--- config.mk ---
export PLATFORM = sky130hd
export DESIGN_NAME = collision_monitor_flat
export DESIGN_NICKNAME = d
export VERILOG_FILES = /design/src/rtl/collision_monitor_if.sv /design/src/rtl/collision_monitor.sv /design/src/flat_wrapper.sv
export SDC_FILE = /design/constraint.sdc
export NUM_CORES = 1
export LEC_CHECK = 0
export CORE_ASPECT_RATIO = 1.25
export CORE_MARGIN = 5
export CORE_UTILIZATION = 37
export CTS_CLUSTER_SIZE = 12
export DETAILED_ROUTE_END_ITERATION = 12
export GPL_ROUTABILITY_DRIVEN = 0
export GPL_TIMING_DRIVEN = 0
export PLACE_DENSITY = 0.83
export SETUP_SLACK_MARGIN = 0.02
export SLEW_MARGIN = 20
export SYNTH_ARGS = -nofsm -noshare
export SYNTH_HDL_FRONTEND = slang
export SYNTH_SLANG_ARGS = --single-unit
--- constraint.sdc ---
create_clock -name iClk -period 4.4 [get_ports iClk]
set_clock_uncertainty 0.05 [all_clocks]
set_input_delay 0.88 -clock iClk [delete_from_list [all_inputs] [get_ports iClk]]
set_output_delay 0.88 -clock iClk [all_outputs]
set_load 0.03 [all_outputs]
--- src/rtl/collision_monitor_if.sv ---
// collision_monitor_if
//   Groups the scan-control, item and result/statistics signals of
//   collision_monitor into one bundle.
//   master : drives iStart/iStop/iStopOnHit/iTarget/iValid/iData/iNonce,
//            observes every o* signal (testbench or upstream controller).
//   slave  : the monitor itself.
interface collision_monitor_if #(
    parameter int DATA_W  = 160,
    parameter int TGT_W   = 5,
    parameter int NONCE_W = 32,
    parameter int CNT_W   = 16
);
    logic               iStart;
    logic               iStop;
    logic               iStopOnHit;
    logic [TGT_W-1:0]   iTarget;
    logic               iValid;
    logic [DATA_W-1:0]  iData;
    logic [NONCE_W-1:0] iNonce;

    logic               oBusy;
    logic               oResultValid;
    logic               oResult;
    logic [TGT_W:0]     oLeadZeros;
    logic               oFound;
    logic [NONCE_W-1:0] oHitNonce;
    logic [CNT_W-1:0]   oHitCount;
    logic [TGT_W:0]     oBestZeros;
    logic [NONCE_W-1:0] oBestNonce;
    logic               oDone;

    modport master (
        output iStart, iStop, iStopOnHit, iTarget, iValid, iData, iNonce,
        input  oBusy, oResultValid, oResult, oLeadZeros, oFound, oHitNonce,
               oHitCount, oBestZeros, oBestNonce, oDone
    );

    modport slave (
        input  iStart, iStop, iStopOnHit, iTarget, iValid, iData, iNonce,
        output oBusy, oResultValid, oResult, oLeadZeros, oFound, oHitNonce,
               oHitCount, oBestZeros, oBestNonce, oDone
    );
endinterface

--- src/rtl/collision_monitor.sv ---
// collision_monitor
//   Two-stage pipeline that counts leading zeros in the top CHECK_W bits of
//   each digest, flags items meeting the latched target (iTarget+1 zeros),
//   and keeps per-scan statistics: first-hit nonce, hit count, best count.
//   Ports:
//     iClk - clock, all state on rising edge
//     iRst - asynchronous active-high reset
//     bus  - collision_monitor_if.slave (scan control, item in, results out)
module collision_monitor #(
    parameter int DATA_W  = 160,
    parameter int CHECK_W = 32,
    parameter int TGT_W   = 5,
    parameter int NONCE_W = 32,
    parameter int CNT_W   = 16
) (
    input logic                iClk,
    input logic                iRst,
    collision_monitor_if.slave bus
);
    localparam int STAGES = 2;
    localparam int LZ_W   = TGT_W + 1;

    typedef enum logic [1:0] {IDLE, SCAN, DONE} state_t;
    state_t state, nextState;

    logic [TGT_W-1:0]   tgtQ;
    logic               stopOnHitQ;
    logic [STAGES:1]    vldPipe;
    logic [LZ_W-1:0]    lzS1;
    logic [NONCE_W-1:0] nonceS1;
    logic [LZ_W-1:0]    lzS2;
    logic               resS2;
    logic               found;
    logic [NONCE_W-1:0] hitNonce;
    logic [CNT_W-1:0]   hitCount;
    logic [LZ_W-1:0]    bestZeros;
    logic [NONCE_W-1:0] bestNonce;

    logic               accept;
    logic               hitNext;
    logic               haltOnHit;
    logic [LZ_W-1:0]    need;

    // Leading-zero count; an all-zero window saturates at CHECK_W.
    function automatic logic [LZ_W-1:0] lzc(input logic [CHECK_W-1:0] v);
        logic [LZ_W-1:0] n;
        n = LZ_W'(CHECK_W);
        for (int i = 0; i < CHECK_W; i++)
            if (v[i]) n = LZ_W'(CHECK_W - 1 - i);
        return n;
    endfunction

    generate
        if (DATA_W > CHECK_W) begin : gUnusedLow
            logic unusedLowBits;
            assign unusedLowBits = ^bus.iData[DATA_W-CHECK_W-1:0];
        end
    endgenerate

    assign need      = {1'b0, tgtQ} + LZ_W'(1);
    // hitNext: the item leaving stage 1 at this edge qualifies.
    assign hitNext   = lzS1 >= need;
    assign accept    = (state == SCAN) && bus.iValid && !bus.iStart && !bus.iStop;
    // Stop-on-hit halts at the edge the hit lands in stage 2, so whatever
    // enters stage 1 at that edge must be discarded.
    assign haltOnHit = (state == SCAN) && stopOnHitQ && vldPipe[1] && hitNext;

    always_ff @(posedge iClk or posedge iRst) begin
        if (iRst) state <= IDLE;
        else      state <= nextState;
    end

    always_comb begin
        nextState = state;
        if (bus.iStart)
            nextState = SCAN;
        else if ((state == SCAN) && (bus.iStop || haltOnHit))
            nextState = DONE;
    end

    always_ff @(posedge iClk or posedge iRst) begin
        if (iRst) begin
            tgtQ       <= '0;
            stopOnHitQ <= 1'b0;
            vldPipe    <= '0;
            lzS1       <= '0;
            nonceS1    <= '0;
            lzS2       <= '0;
            resS2      <= 1'b0;
            found      <= 1'b0;
            hitNonce   <= '0;
            hitCount   <= '0;
            bestZeros  <= '0;
            bestNonce  <= '0;
        end else begin
            // Data registers load every cycle; vldPipe qualifies them.
            lzS1    <= lzc(bus.iData[DATA_W-1 -: CHECK_W]);
            nonceS1 <= bus.iNonce;
            lzS2    <= lzS1;
            resS2   <= hitNext;
            if (bus.iStart) begin
                tgtQ       <= bus.iTarget;
                stopOnHitQ <= bus.iStopOnHit;
                vldPipe    <= '0;
                found      <= 1'b0;
                hitNonce   <= '0;
                hitCount   <= '0;
                bestZeros  <= '0;
                bestNonce  <= '0;
            end else begin
                vldPipe[1] <= accept && !haltOnHit;
                vldPipe[2] <= vldPipe[1];
                if (vldPipe[1]) begin
                    if (hitNext) begin
                        if (hitCount != '1) hitCount <= hitCount + CNT_W'(1);
                        if (!found) begin
                            found    <= 1'b1;
                            hitNonce <= nonceS1;
                        end
                    end
                    // Strict compare: ties keep the earlier nonce.
                    if (lzS1 > bestZeros) begin
                        bestZeros <= lzS1;
                        bestNonce <= nonceS1;
                    end
                end
            end
        end
    end

    assign bus.oBusy        = (state == SCAN);
    assign bus.oDone        = (state == DONE);
    assign bus.oResultValid = vldPipe[2];
    assign bus.oResult      = resS2;
    assign bus.oLeadZeros   = lzS2;
    assign bus.oFound       = found;
    assign bus.oHitNonce    = hitNonce;
    assign bus.oHitCount    = hitCount;
    assign bus.oBestZeros   = bestZeros;
    assign bus.oBestNonce   = bestNonce;
endmodule

--- src/flat_wrapper.sv ---
// flat-port wrapper written by rule: the top's interface ports become plain ports
module collision_monitor_flat 
#(
    parameter int DATA_W  = 160,
    parameter int CHECK_W = 32,
    parameter int TGT_W   = 5,
    parameter int NONCE_W = 32,
    parameter int CNT_W   = 16
)
  (iClk, iRst, bus_iStart, bus_iStop, bus_iStopOnHit, bus_iTarget, bus_iValid, bus_iData, bus_iNonce, bus_oBusy, bus_oResultValid, bus_oResult, bus_oLeadZeros, bus_oFound, bus_oHitNonce, bus_oHitCount, bus_oBestZeros, bus_oBestNonce, bus_oDone);
  collision_monitor_if #(.DATA_W(DATA_W), .TGT_W(TGT_W), .NONCE_W(NONCE_W), .CNT_W(CNT_W)) bus_i ();
  input logic iClk;
  input logic iRst;
  input wire logic [$bits(bus_i.iStart)-1:0] bus_iStart;
  input wire logic [$bits(bus_i.iStop)-1:0] bus_iStop;
  input wire logic [$bits(bus_i.iStopOnHit)-1:0] bus_iStopOnHit;
  input wire logic [$bits(bus_i.iTarget)-1:0] bus_iTarget;
  input wire logic [$bits(bus_i.iValid)-1:0] bus_iValid;
  input wire logic [$bits(bus_i.iData)-1:0] bus_iData;
  input wire logic [$bits(bus_i.iNonce)-1:0] bus_iNonce;
  output wire logic [$bits(bus_i.oBusy)-1:0] bus_oBusy;
  output wire logic [$bits(bus_i.oResultValid)-1:0] bus_oResultValid;
  output wire logic [$bits(bus_i.oResult)-1:0] bus_oResult;
  output wire logic [$bits(bus_i.oLeadZeros)-1:0] bus_oLeadZeros;
  output wire logic [$bits(bus_i.oFound)-1:0] bus_oFound;
  output wire logic [$bits(bus_i.oHitNonce)-1:0] bus_oHitNonce;
  output wire logic [$bits(bus_i.oHitCount)-1:0] bus_oHitCount;
  output wire logic [$bits(bus_i.oBestZeros)-1:0] bus_oBestZeros;
  output wire logic [$bits(bus_i.oBestNonce)-1:0] bus_oBestNonce;
  output wire logic [$bits(bus_i.oDone)-1:0] bus_oDone;
  assign bus_i.iStart = bus_iStart;
  assign bus_i.iStop = bus_iStop;
  assign bus_i.iStopOnHit = bus_iStopOnHit;
  assign bus_i.iTarget = bus_iTarget;
  assign bus_i.iValid = bus_iValid;
  assign bus_i.iData = bus_iData;
  assign bus_i.iNonce = bus_iNonce;
  assign bus_oBusy = bus_i.oBusy;
  assign bus_oResultValid = bus_i.oResultValid;
  assign bus_oResult = bus_i.oResult;
  assign bus_oLeadZeros = bus_i.oLeadZeros;
  assign bus_oFound = bus_i.oFound;
  assign bus_oHitNonce = bus_i.oHitNonce;
  assign bus_oHitCount = bus_i.oHitCount;
  assign bus_oBestZeros = bus_i.oBestZeros;
  assign bus_oBestNonce = bus_i.oBestNonce;
  assign bus_oDone = bus_i.oDone;
  collision_monitor #(.DATA_W(DATA_W), .CHECK_W(CHECK_W), .TGT_W(TGT_W), .NONCE_W(NONCE_W), .CNT_W(CNT_W)) u_core (.iClk(iClk), .iRst(iRst), .bus(bus_i));
endmodule
# Word-level counts from Yosys, hierarchy flattened
# Index checks and enable logic that the tools add are counted.
# W data, S select, Z words.
# classes
addsub,2
magnitude_cmp,2
n_reduce_logical,21
muxes,52
eq_ne,4
# ops
operator,count
$mux W32,7
$mux W6,35
$mux W16,4
$add A16 B1 Y16 const B,1
$ne A16 B16 Y1 const B,1
$reduce_bool A2 Y1,5
$logic_and A1 B1 Y1,8
$add A5 B1 Y6 const B,1
$ge A6 B6 Y1,1
$gt A6 B6 Y1,1
$mux W2,3
$reduce_and A3 Y1,2
$reduce_and A2 Y1,2
$logic_not A1 Y1,3
$mux W1,3
$eq A2 B1 Y1 const B,1
$eq A2 B2 Y1 const B,1
$ne A2 B2 Y1 const B,1
$logic_or A1 B1 Y1,1
# word_totals
in_bits,203
out_inout_bits,97
reg_bits,142
elab_cells,94

# Longest topological paths before layout
# logic_depth
ltp_word,32
mapped_depth,11
ltp_nobuf,9

# Worst setup path before layout
# No wires, ideal clock.
# synth_path
path_type,register to register
start,register u_core.tgtQ[0]
end,"register u_core.hitCount[5], in the netlist u_core.bus.oHitCount[5]"
period_less_slack_ns,2.288
arrival_ns,2.114
n_path_buf,1
stages_incl_launch_ff,10
slack_ns,2.112
path_cell_list,dfrtp_1 > ha_1 > nand3_1 > xor2_1 > ha_1 > and4_1 > a22oi_1 > buf_2 > nor4_1 > mux2_2
# synth_via
elab_chain_len,4
# synth_rtl
element,line_no,source
from (decl),collision_monitor.sv:26,logic [TGT_W-1:0] tgtQ;
from (signal assigned),collision_monitor.sv:102,tgtQ <= bus.iTarget;
$add A5 B1 Y6,collision_monitor.sv:60,"assign need = {1'b0, tgtQ} + LZ_W'(1);"
$ge A6 B6 Y1,collision_monitor.sv:62,assign hitNext = lzS1 >= need;
$reduce_bool A2 Y1 (no source line),--,
$reduce_and A3 Y1 (no source line),--,
to (signal assigned),collision_monitor.sv:115,if (hitCount != '1) hitCount <= hitCount + CNT_W'(1);
to (decl),collision_monitor.sv:35,logic [CNT_W-1:0] hitCount;
# Every way passes these cells.
# A chain may end at the register's enable or synchronous reset.

# Final worst setup path
# layout_path
start,register u_core.tgtQ[0]
end,"register u_core.hitNonce[10], in the netlist u_core.bus.oHitNonce[10]"
# layout_via
elab_chain_len,4
# layout_rtl
element,line_no,source
$add A5 B1 Y6,collision_monitor.sv:60,
$ge A6 B6 Y1,collision_monitor.sv:62,
$reduce_bool A2 Y1 (no source line),--,
$reduce_and A3 Y1 (no source line),--,
to (signal assigned),collision_monitor.sv:118,hitNonce <= nonceS1;
to (decl),collision_monitor.sv:34,logic [NONCE_W-1:0] hitNonce;
# Every way passes these cells.

==> flow_summary_export.csv <==
group,metric,value,unit
critical_path,critical_path.startpoint_type,"register",
global_routing,grt_remaining_overflow,0,
outcome,status,"complete, no violations",
synth,synth_seq_cells,142,
final_layout,n_fill_cell,1495,
cts,cts_tree,"built",
floorplanning,io_pins,300,
timing,finalHoldViolCount,0,
global_routing,grtUsageTotal,0.188,
critical_path,worst_setup_path_end_kind,"register",
final_layout,drive_gt1_frac,0.0720,
critical_path,critPathArrivalTime,3.05,ns
floorplanning,die_w,128,um
floorplanning,dieArea,0.0200,sq mm
timing,finalSetupViolCount,0,
critical_path,critPathKind,"reg2reg",
synth,yosys_warnings,0,
final_layout,finalInstanceArea,0.00910,sq mm
floorplanning,core,0.0169,sq mm
final_layout,layout.nets,1009,
synth,synth_area_leaders,"dfrtp_1 56%, nand2b_1 7.1%, mux2i_1 6.0%",
floorplanning,placementRows,53,
cts,clock_path_buffers,2,
global_routing,grt_max_degree,36,
placed_design,place_area,0.00845,sq mm
global_routing,grt_pass1_wl,29300,um
drt,finalWirelength,18500,um
cts,numCtsBuffers,17,
synth,synth_nets,816,
timing,tightest_slew,0.581,ns
timing,slew_headroom,0.613,
drt,drt-initial-drc-count,418,
drt,wl_per_cell,18.0,um
pwr,p_per_area,353,mW/mm^2
cts,clock_latency,0.42,ns
critical_path,crit_required,4.69,ns
synth,synth_seq_area_share,0.556,
global_routing,grt_pass1_vias,5562,
flow_run,cap_violations,0,
synth,yosysTopAreaCell,"dfrtp_1",
synth,syn_area,0.00639,sq mm
synth,synth_top_area_frac,0.556,
placed_design,io_buffers,170,
pwr,ir_drop,0.000268,V
final_layout,syn_to_final_growth,42.3,%
timing,fin_crit,2.76,ns
timing,max_freq,0.362,GHz
timing,setup_ws,1.64,ns
synth,synth-edff-count,0,
final_layout,antennaDiodeCount,0,
synth,synth.most_common_cell,"dfrtp_1",
placed_design,dp_hpwl,13800,um
timing,rsz0062_at_grt,"false",
synth,ys_types,53,
drt,drt_first_pass_iters,5,
worst_hold_path,hold_class,"reg2reg",
drt,drc,0,
cts,cts_max_level,4,
placed_design,dpl_worst_slack,1.30,ns
drt,via_count,5416,
drt,ant_nets,0,
floorplanning,die_h,157,um
cts,cts_root_buffer,"clkbuf_16",
drt,viasPerCell,5.28,
timing,fin_tns_setup,0,ns
final_layout,final_util,0.538,
cts,cts_num_sinks,142,
pwr,p_leak,3.68,nW
pwr,total_power,3.21,mW
synth,async_flop_share,1.00,
global_routing,antenna_found_initial,1,
cts,cts_resized,0,
critical_path,path_max_fanout,10,
synth,synthTopCellsByCount,"142 x dfrtp_1, 73 x nand2b_1, 52 x a21oi_1",
timing,drv_slew,0,
floorplanning,initial_core_util,0.378,
synth,netlist_instances,599,
synth,synthFlopType,"dfrtp_1",
cts,clk_pin_slew,0.06,ns
synth,postSynthAreaPerCell,10.7,sq um
cts,cts_setup_buffers,0,
timing,finalCritPeriodShare,0.627,
cts,holdBufCountCts,0,
-- worst paths after layout --
kind                                startpoint                        end  slack (ns)  depth (start not counted)
worst max-delay path            u_core.tgtQ[0]   u_core.bus.oHitNonce[10]        1.64                         10
worst min-delay path            u_core.lzS1[0]   u_core.bus.oLeadZeros[0]        0.37                          0
worst max register to register  u_core.tgtQ[0]   u_core.bus.oHitNonce[10]        1.64                         10
worst min register to register  u_core.lzS1[0]   u_core.bus.oLeadZeros[0]        0.37                          0
max in group asynchronous                 iRst  u_core.bus.oBestNonce[27]        2.78                          4
min in group asynchronous                 iRst          u_core.nonceS1[3]        0.79                          2
-- layout by cell type (no fill, tap or decap), types with 22 or more instances in the layout --
master	instances
clkdlybuf4s50_1	170
mux2i_1	38
nand3_1	46
a21oi_1	52
nand2_1	22
nand2b_1	73
dfrtp_1	142
o21ai_0	42
clkbuf_1	23
-- final cells by class --
cell class | instances | area, sq um | area share
Sequential cell | 142 | 3550 | 0.391
Multi-Input combinational cell | 401 | 2600 | 0.286
Timing Repair Buffer | 174 | 1780 | 0.196
Clock buffer | 19 | 433 | 0.0476
Tap cell | 220 | 275 | 0.0303
Clock inverter | 13 | 210 | 0.0231
Buffer | 37 | 166 | 0.0183
Inverter | 19 | 75.1 | 0.00825
-- worst max-delay path: stages, from the launching register on --
cell	delay, ns
dfrtp_1	0.39
ha_1	0.23
xnor2_1	0.22
ha_1	0.29
a21oi_1	0.12
o21ai_1	0.11
a22oi_1	0.24
buf_2	0.30
clkbuf_1	0.40
o21ai_0	0.14
a21oi_1	0.18
-- per-stage QoR --
stage	hold WS (ns)	std cells
6_report	0.370	1025
4_1_cts	0.372	1025
5_1_grt	0.386	1025
2_1_floorplan	0.325	599
3_5_place_dp	0.360	993
3_3_place_gp	0.361	989
-- where the power goes --
group | switching [mW] | internal [mW] | total (mW)
Clock | 0.559 | 1.01 | 1.57
Sequential | 0.0230 | 1.34 | 1.36
Combinational | 0.143 | 0.135 | 0.278
Total | 0.725 | 2.48 | 3.21
-- sequential cells by signal, summed over array words and instances (netlist names) --
register,cells
u_core.bus.oBestNonce,32
u_core.bus.oBestZeros,6
u_core.bus.oFound,1
u_core.bus.oHitCount,16
u_core.bus.oHitNonce,32
u_core.bus.oLeadZeros,6
u_core.bus.oResult,1
u_core.lzS1,6
u_core.nonceS1,32
u_core.state,2
u_core.stopOnHitQ,1
u_core.tgtQ,5
u_core.vldPipe,2
-- per-layer routing --
layer,vias to the layer above,GRT usage,share of wire
li1,2526,-,-
met4,2,0.0547,0.011
met2,228,0.309,0.48
met3,23,0.0791,0.11
met1,2637,0.228,0.40
met5,-,0,0.00070
-- cells by family (layout without fill, tap and decap cells) --
group	after synthesis	after routing	share of synthesized area
xor gates and xnor gates	3	3	0.00411
AOI/OAI and AO/OA	130	130	0.120
and+or+nand+nor	209	209	0.184
adders and majority gates	14	14	0.0274
buffers and inverters	56	262	0.0372
muxes	45	45	0.0718
DFF	142	142	0.556
Power figures use the tool's default switching activity.
==> variant 1, RTL diff (same flow settings) <==
`CHECK_W` is set to 32 in 2 places; all go to 48.
--- a/src/rtl/collision_monitor.sv
+++ b/src/rtl/collision_monitor.sv
@@ -8,7 +8,7 @@
 //     bus  - collision_monitor_if.slave (scan control, item in, results out)
 module collision_monitor #(
     parameter int DATA_W  = 160,
-    parameter int CHECK_W = 32,
+    parameter int CHECK_W = 48,
     parameter int TGT_W   = 5,
     parameter int NONCE_W = 32,
     parameter int CNT_W   = 16
--- a/src/flat_wrapper.sv
+++ b/src/flat_wrapper.sv
@@ -2,7 +2,7 @@
 module collision_monitor_flat 
 #(
     parameter int DATA_W  = 160,
-    parameter int CHECK_W = 32,
+    parameter int CHECK_W = 48,
     parameter int TGT_W   = 5,
     parameter int NONCE_W = 32,
     parameter int CNT_W   = 16
Behaviour: not the same (Yosys sat finds a counterexample within 4 cycles, from zero or initial values and one cycle with iRst high).
==> variant 1 against the unedited design <==
Routed wire length shrank 12%. Highest routed layer is now met4. Worst setup slack better by 36 ps. Total power fell by 4.9%. Design area is 0.39% lower. Combinational power increased by 3%. Area after synthesis shrank 2.2%. Global-route usage is 1.9 points lower. Clock power decreased by 11%. Critical endpoint is now u_core.bus.oHitNonce[3]. Sequential cell count did not move.
==> variant 1: results (changes against the unedited design) <==
* Post-synth top cells: dfrtp_1, nor2_1, mux2i_1
* Layout cells sized above 1 at 8.79% (+1.6 points)
* Worst path max stage delay at 420 ps (+20 ps)
* VDD IR-drop max at 0.000208 V (-22%)
* Post-Syn Nets at 770 (-5.6%)
* Seq/Total Area, Yosys at 56.8% (+1.2 points)
* PortBufs at 187 (+10%)
* Drt initial violations at 210 (-50%)
* GRT Overall Usage at 16.9% (-1.9 points)
* Status: complete, no violations
* Leakage power at 0.00369 uW (+0.28%)
* Worst slack, placed at 1300 ps (+4.62 ps)
* Slowest cell on crit path: a31oi_4
* Synth area leaders: dfrtp_1, mux2i_1, nor2_1
* Pre-Repair DR Iteration Count at 6 (+1)
* Layout fillers at 1459 (-2.4%)
* Num CTS Buffers at 17 (unchanged)
* Fin nets at 980 (-2.9%)
* DP Wirelength at 12.4 mm (-10%)
* Aggregate routed wire length at 16.2 mm (-12%)
* FFs w/ async S/R, synth at 100% (unchanged)
* CP Max Fanout at 10 (unchanged)
* Vias post-DR at 4830 (-11%)
* Vias in the first global route at 5097 (-8.4%)
* Worst EP arrival at 2950 ps (-100 ps)
* Largest net degree at the start of global routing at 36 (unchanged)
* Initial antenna violation count at 0 (-1)
-- variant 1: power breakdown --
group | total (uW) | internal (uW) | switching [uW]
Clock | 1400 | 882 | 522
Combinational | 287 | 141 | 145
Sequential | 1360 | 1340 | 21.9
-- variant 1: cell type report --
type	count	area, um^2	area share (%)
Clock inverter	11	143	1.57
Multi-Input combinational cell	368	2480	27.4
Clock buffer	19	433	4.78
Tap cell	220	275	3.04
Buffer	21	135	1.49
Sequential cell	142	3550	39.2
Inverter	22	86.3	0.953
Timing Repair Buffer	191	1950	21.5
-- variant 1: worst paths after layout --
kind,cells past startpoint,endpoint,from,slack [ps]
worst max-delay path,11,u_core.bus.oHitNonce[3],u_core.tgtQ[0],1680
worst max register to register,11,u_core.bus.oHitNonce[3],u_core.tgtQ[0],1680
max in group asynchronous,5,u_core.bus.oBestNonce[8],iRst,2520
worst min-delay path,0,u_core.bus.oLeadZeros[0],u_core.lzS1[0],370
min in group asynchronous,2,u_core.bus.oHitCount[5],iRst,810
worst min register to register,0,u_core.bus.oLeadZeros[0],u_core.lzS1[0],370
-- variant 1: metal layers --
| metal | vias up | GRT usage (%) | part of all wire, % | routed length (um) |
|---|---|---|---|---|
| met5 | - | 0 | 0 | 0 |
| met4 | 0 | 6.64 | 2.2 | 363 |
| met3 | 26 | 4.95 | 7.0 | 1140 |
| met2 | 156 | 29.3 | 50 | 8180 |
| met1 | 2319 | 19.8 | 40 | 6560 |
| li1 | 2329 | - | - | - |
-- variant 1: stage by stage --
step           instances  hold WS (ps)  power [uW]
5_1_grt              994           370        3170
3_3_place_gp         960           352        1660
2_1_floorplan        553           324        1510
6_report             994           367        3050
3_5_place_dp         964           352        1670
4_1_cts              994           365        3090
-- variant 1: cells by family after synthesis --
logic type	Yosys count	share of synthesized area [%]
compound gates	55	5.66
xor+xnor	16	2.24
fa+ha+maj	14	2.80
buf+inv	43	3.48
flops	142	56.8
mux	75	12.1
simple gates	208	16.9
==> variant 2, RTL diff (config.mk and constraints unchanged) <==
Without the edit above. Re-encode `state_t` (3 states) as one-hot, 3 bits wide.
--- a/src/rtl/collision_monitor.sv
+++ b/src/rtl/collision_monitor.sv
@@ -20,7 +20,7 @@
     localparam int STAGES = 2;
     localparam int LZ_W   = TGT_W + 1;
 
-    typedef enum logic [1:0] {IDLE, SCAN, DONE} state_t;
+    typedef enum logic [2:0] {IDLE = 3'b001, SCAN = 3'b010, DONE = 3'b100} state_t;
     state_t state, nextState;
 
     logic [TGT_W-1:0]   tgtQ;
Formal check against the unedited RTL: same outputs for any inputs over 4 cycles, from zero or initial values and one cycle with iRst high; so few cycles prove little.
==> variant 2 against the unedited design <==
Clock power down 9%. Design area down 3.3%. First-iteration DRC count down 14%. Sequential cell count up 1. Non-clock buffer count down 4. Global-route usage down 1.0 points. Area after synthesis down 3.8%. Routed wire length down 6.8%. Via count down 5.0%. Total power down 4.0%. Synthesized cell count down 5.3%. Worst setup slack worse by 110 ps. Critical endpoint is now bus_oBusy.
==> variant 2: results (changes against the unedited design) <==
* Reg-to-reg startpoint: u_core.tgtQ[1]
* DP Wirelength at 12.8 mm (-7.4%)
* Synth area leaders: dfrtp_1, mux2i_1, a21oi_1
* Max Buffers Root-to-Sink at 2 (unchanged)
* Hold_sp: u_core.lzS1[0]
* Vias post-DR at 5145 (-5.0%)
* Num CTS Buffers at 17 (unchanged)
* CP Max Fanout at 4 (-6)
* First-pass GRT wire length at 27.2 mm (-7.2%)
* Period utilization at 65.3% (+2.6 points)
* Launch point of the worst path: u_core.state[2]
* Leakage power at 0.00361 uW (-1.9%)
* Fin nets at 977 (-3.2%)
* Placed cells at 957 (-3.6%)
* Worst EP arrival at 1940 ps (-1110 ps)
* Post-Syn Nets at 784 (-3.9%)
* Drt initial violations at 359 (-14%)
* Initial antenna violation count at 0 (-1)
* GRT Overall Usage at 17.8% (-1.0 points)
* Post-CTS Resized at 0 (unchanged)
* Aggregate routed wire length at 17.2 mm (-6.8%)
* Post-synth top cells: dfrtp_1, nor2_1, a21oi_1
* Ys Warns at 0 (unchanged)
* Hold Path Depth at 0 (unchanged)
* Seq/Total Area, Yosys at 58.2% (+2.6 points)
* Largest net degree at the start of global routing at 36 (unchanged)
* Status: complete, no violations
* FF-to-FF End: u_core.bus.oHitCount[8]
* Pre-Repair DR Iteration Count at 5 (unchanged)
* H-tree depth at 4 (unchanged)
* Layout cells sized above 1 at 7.89% (+0.69 points)
* Post-Syn Instances at 567 (-5.3%)
* Synth unique cells at 50 (-5.7%)
* R2R setup slack at 1730 ps (+90 ps)
* N_diodes at 0 (unchanged)
* FFs w/ async S/R, synth at 100% (unchanged)
* Worst r2r path cells at 10 (unchanged)
* Skew-Pair Late Insertion Delay at 410 ps
* Wire length per cell at 17.4 um (-3.5%)
* Hold slack at 397 ps (+27.0 ps)
* Hold endpoint: u_core.bus.oLeadZeros[0]
* Hold Path Class: reg2reg
* Post-CTS setup buffers at 0 (unchanged)
* Worst-Margin Slew at 778 ps (+197 ps)
* CTS root buf: clkbuf_16
* Reg clk slew, reported paths at 60 ps (about the same)
* PortBufs at 170 (unchanged)
* VDD IR-drop max at 0.000215 V (-20%)
variant 2: cell count changes in the layout (fill, tap and decap cells not counted), sizes merged, moves of 4 or more:
| cell | delta |
|---|---|
| a21oi | +6 |
| inv | +4 |
| nand2 | -6 |
| nand2b | -72 |
| nand4 | +4 |
| nor2 | +43 |
| nor2b | -4 |
| o31ai | +4 |
variant 2: kinds of logic after synthesis:
group | synth area share [%]
flip-flops | 58.2
buffers and inverters | 3.85
adder cells (fa/ha/maj) | 2.85
AND/OR/NAND/NOR | 14.5
XOR/XNOR | 0.427
multiplexers | 7.26
AO/OA/AOI/OAI | 12.9
variant 2: power breakdown:
part | total (uW) | internal (uW) | switching (uW)
clock | 1430 | 872 | 555
sequential | 1380 | 1350 | 26.1
combinational | 276 | 132 | 144
variant 2: final cells by class:
type	instances	area [um^2]
plain buffers	33	161
repair buffers	174	1780
inverters	20	78.8
clock inverters	11	130
fillers	1428	7470
multi-input cells	371	2330
flip-flops and latches	143	3580
clock buffers	21	460
well taps	216	270
variant 2: critical path, stage by stage, from the launching register on:
cell and delay (ps):
dfrtp_1 410, nor3_1 380, clkdlybuf4s50_1 750
variant 2: metrics by stage:
stage / worst slack, ps / instance area (um^2)
after floorplan: 1680 / 6150
after global placement: 430 / 8130
after detailed placement: 1730 / 8210
after CTS: 1500 / 8800
after global routing: 1420 / 8800
final: 1530 / 8800
variant 2: routing by layer:
layer  vias to the layer above  routed length [um]  GRT usage, %
li1                       2428                   -             -
met1                      2451                7340          23.2
met2                       226                7840          27.1
met3                        40                1470          5.55
met4                         0                 564          8.57
met5                         -                   0             0
variant 2: how the worst max path moves through the flow:
| stage | end | slack, ps | cells past startpoint |
|---|---|---|---|
| global route | bus_oBusy | 1420 | 2 |
| global placement | u_core.nonceS1[16] | 430 | 2 |
| finish | bus_oBusy | 1530 | 2 |
| floorplan | u_core.bus.oBestNonce[0] | 1680 | 1 |
| detailed placement | u_core.bus.oHitNonce[31] | 1730 | 10 |
| CTS | bus_oBusy | 1500 | 2 |
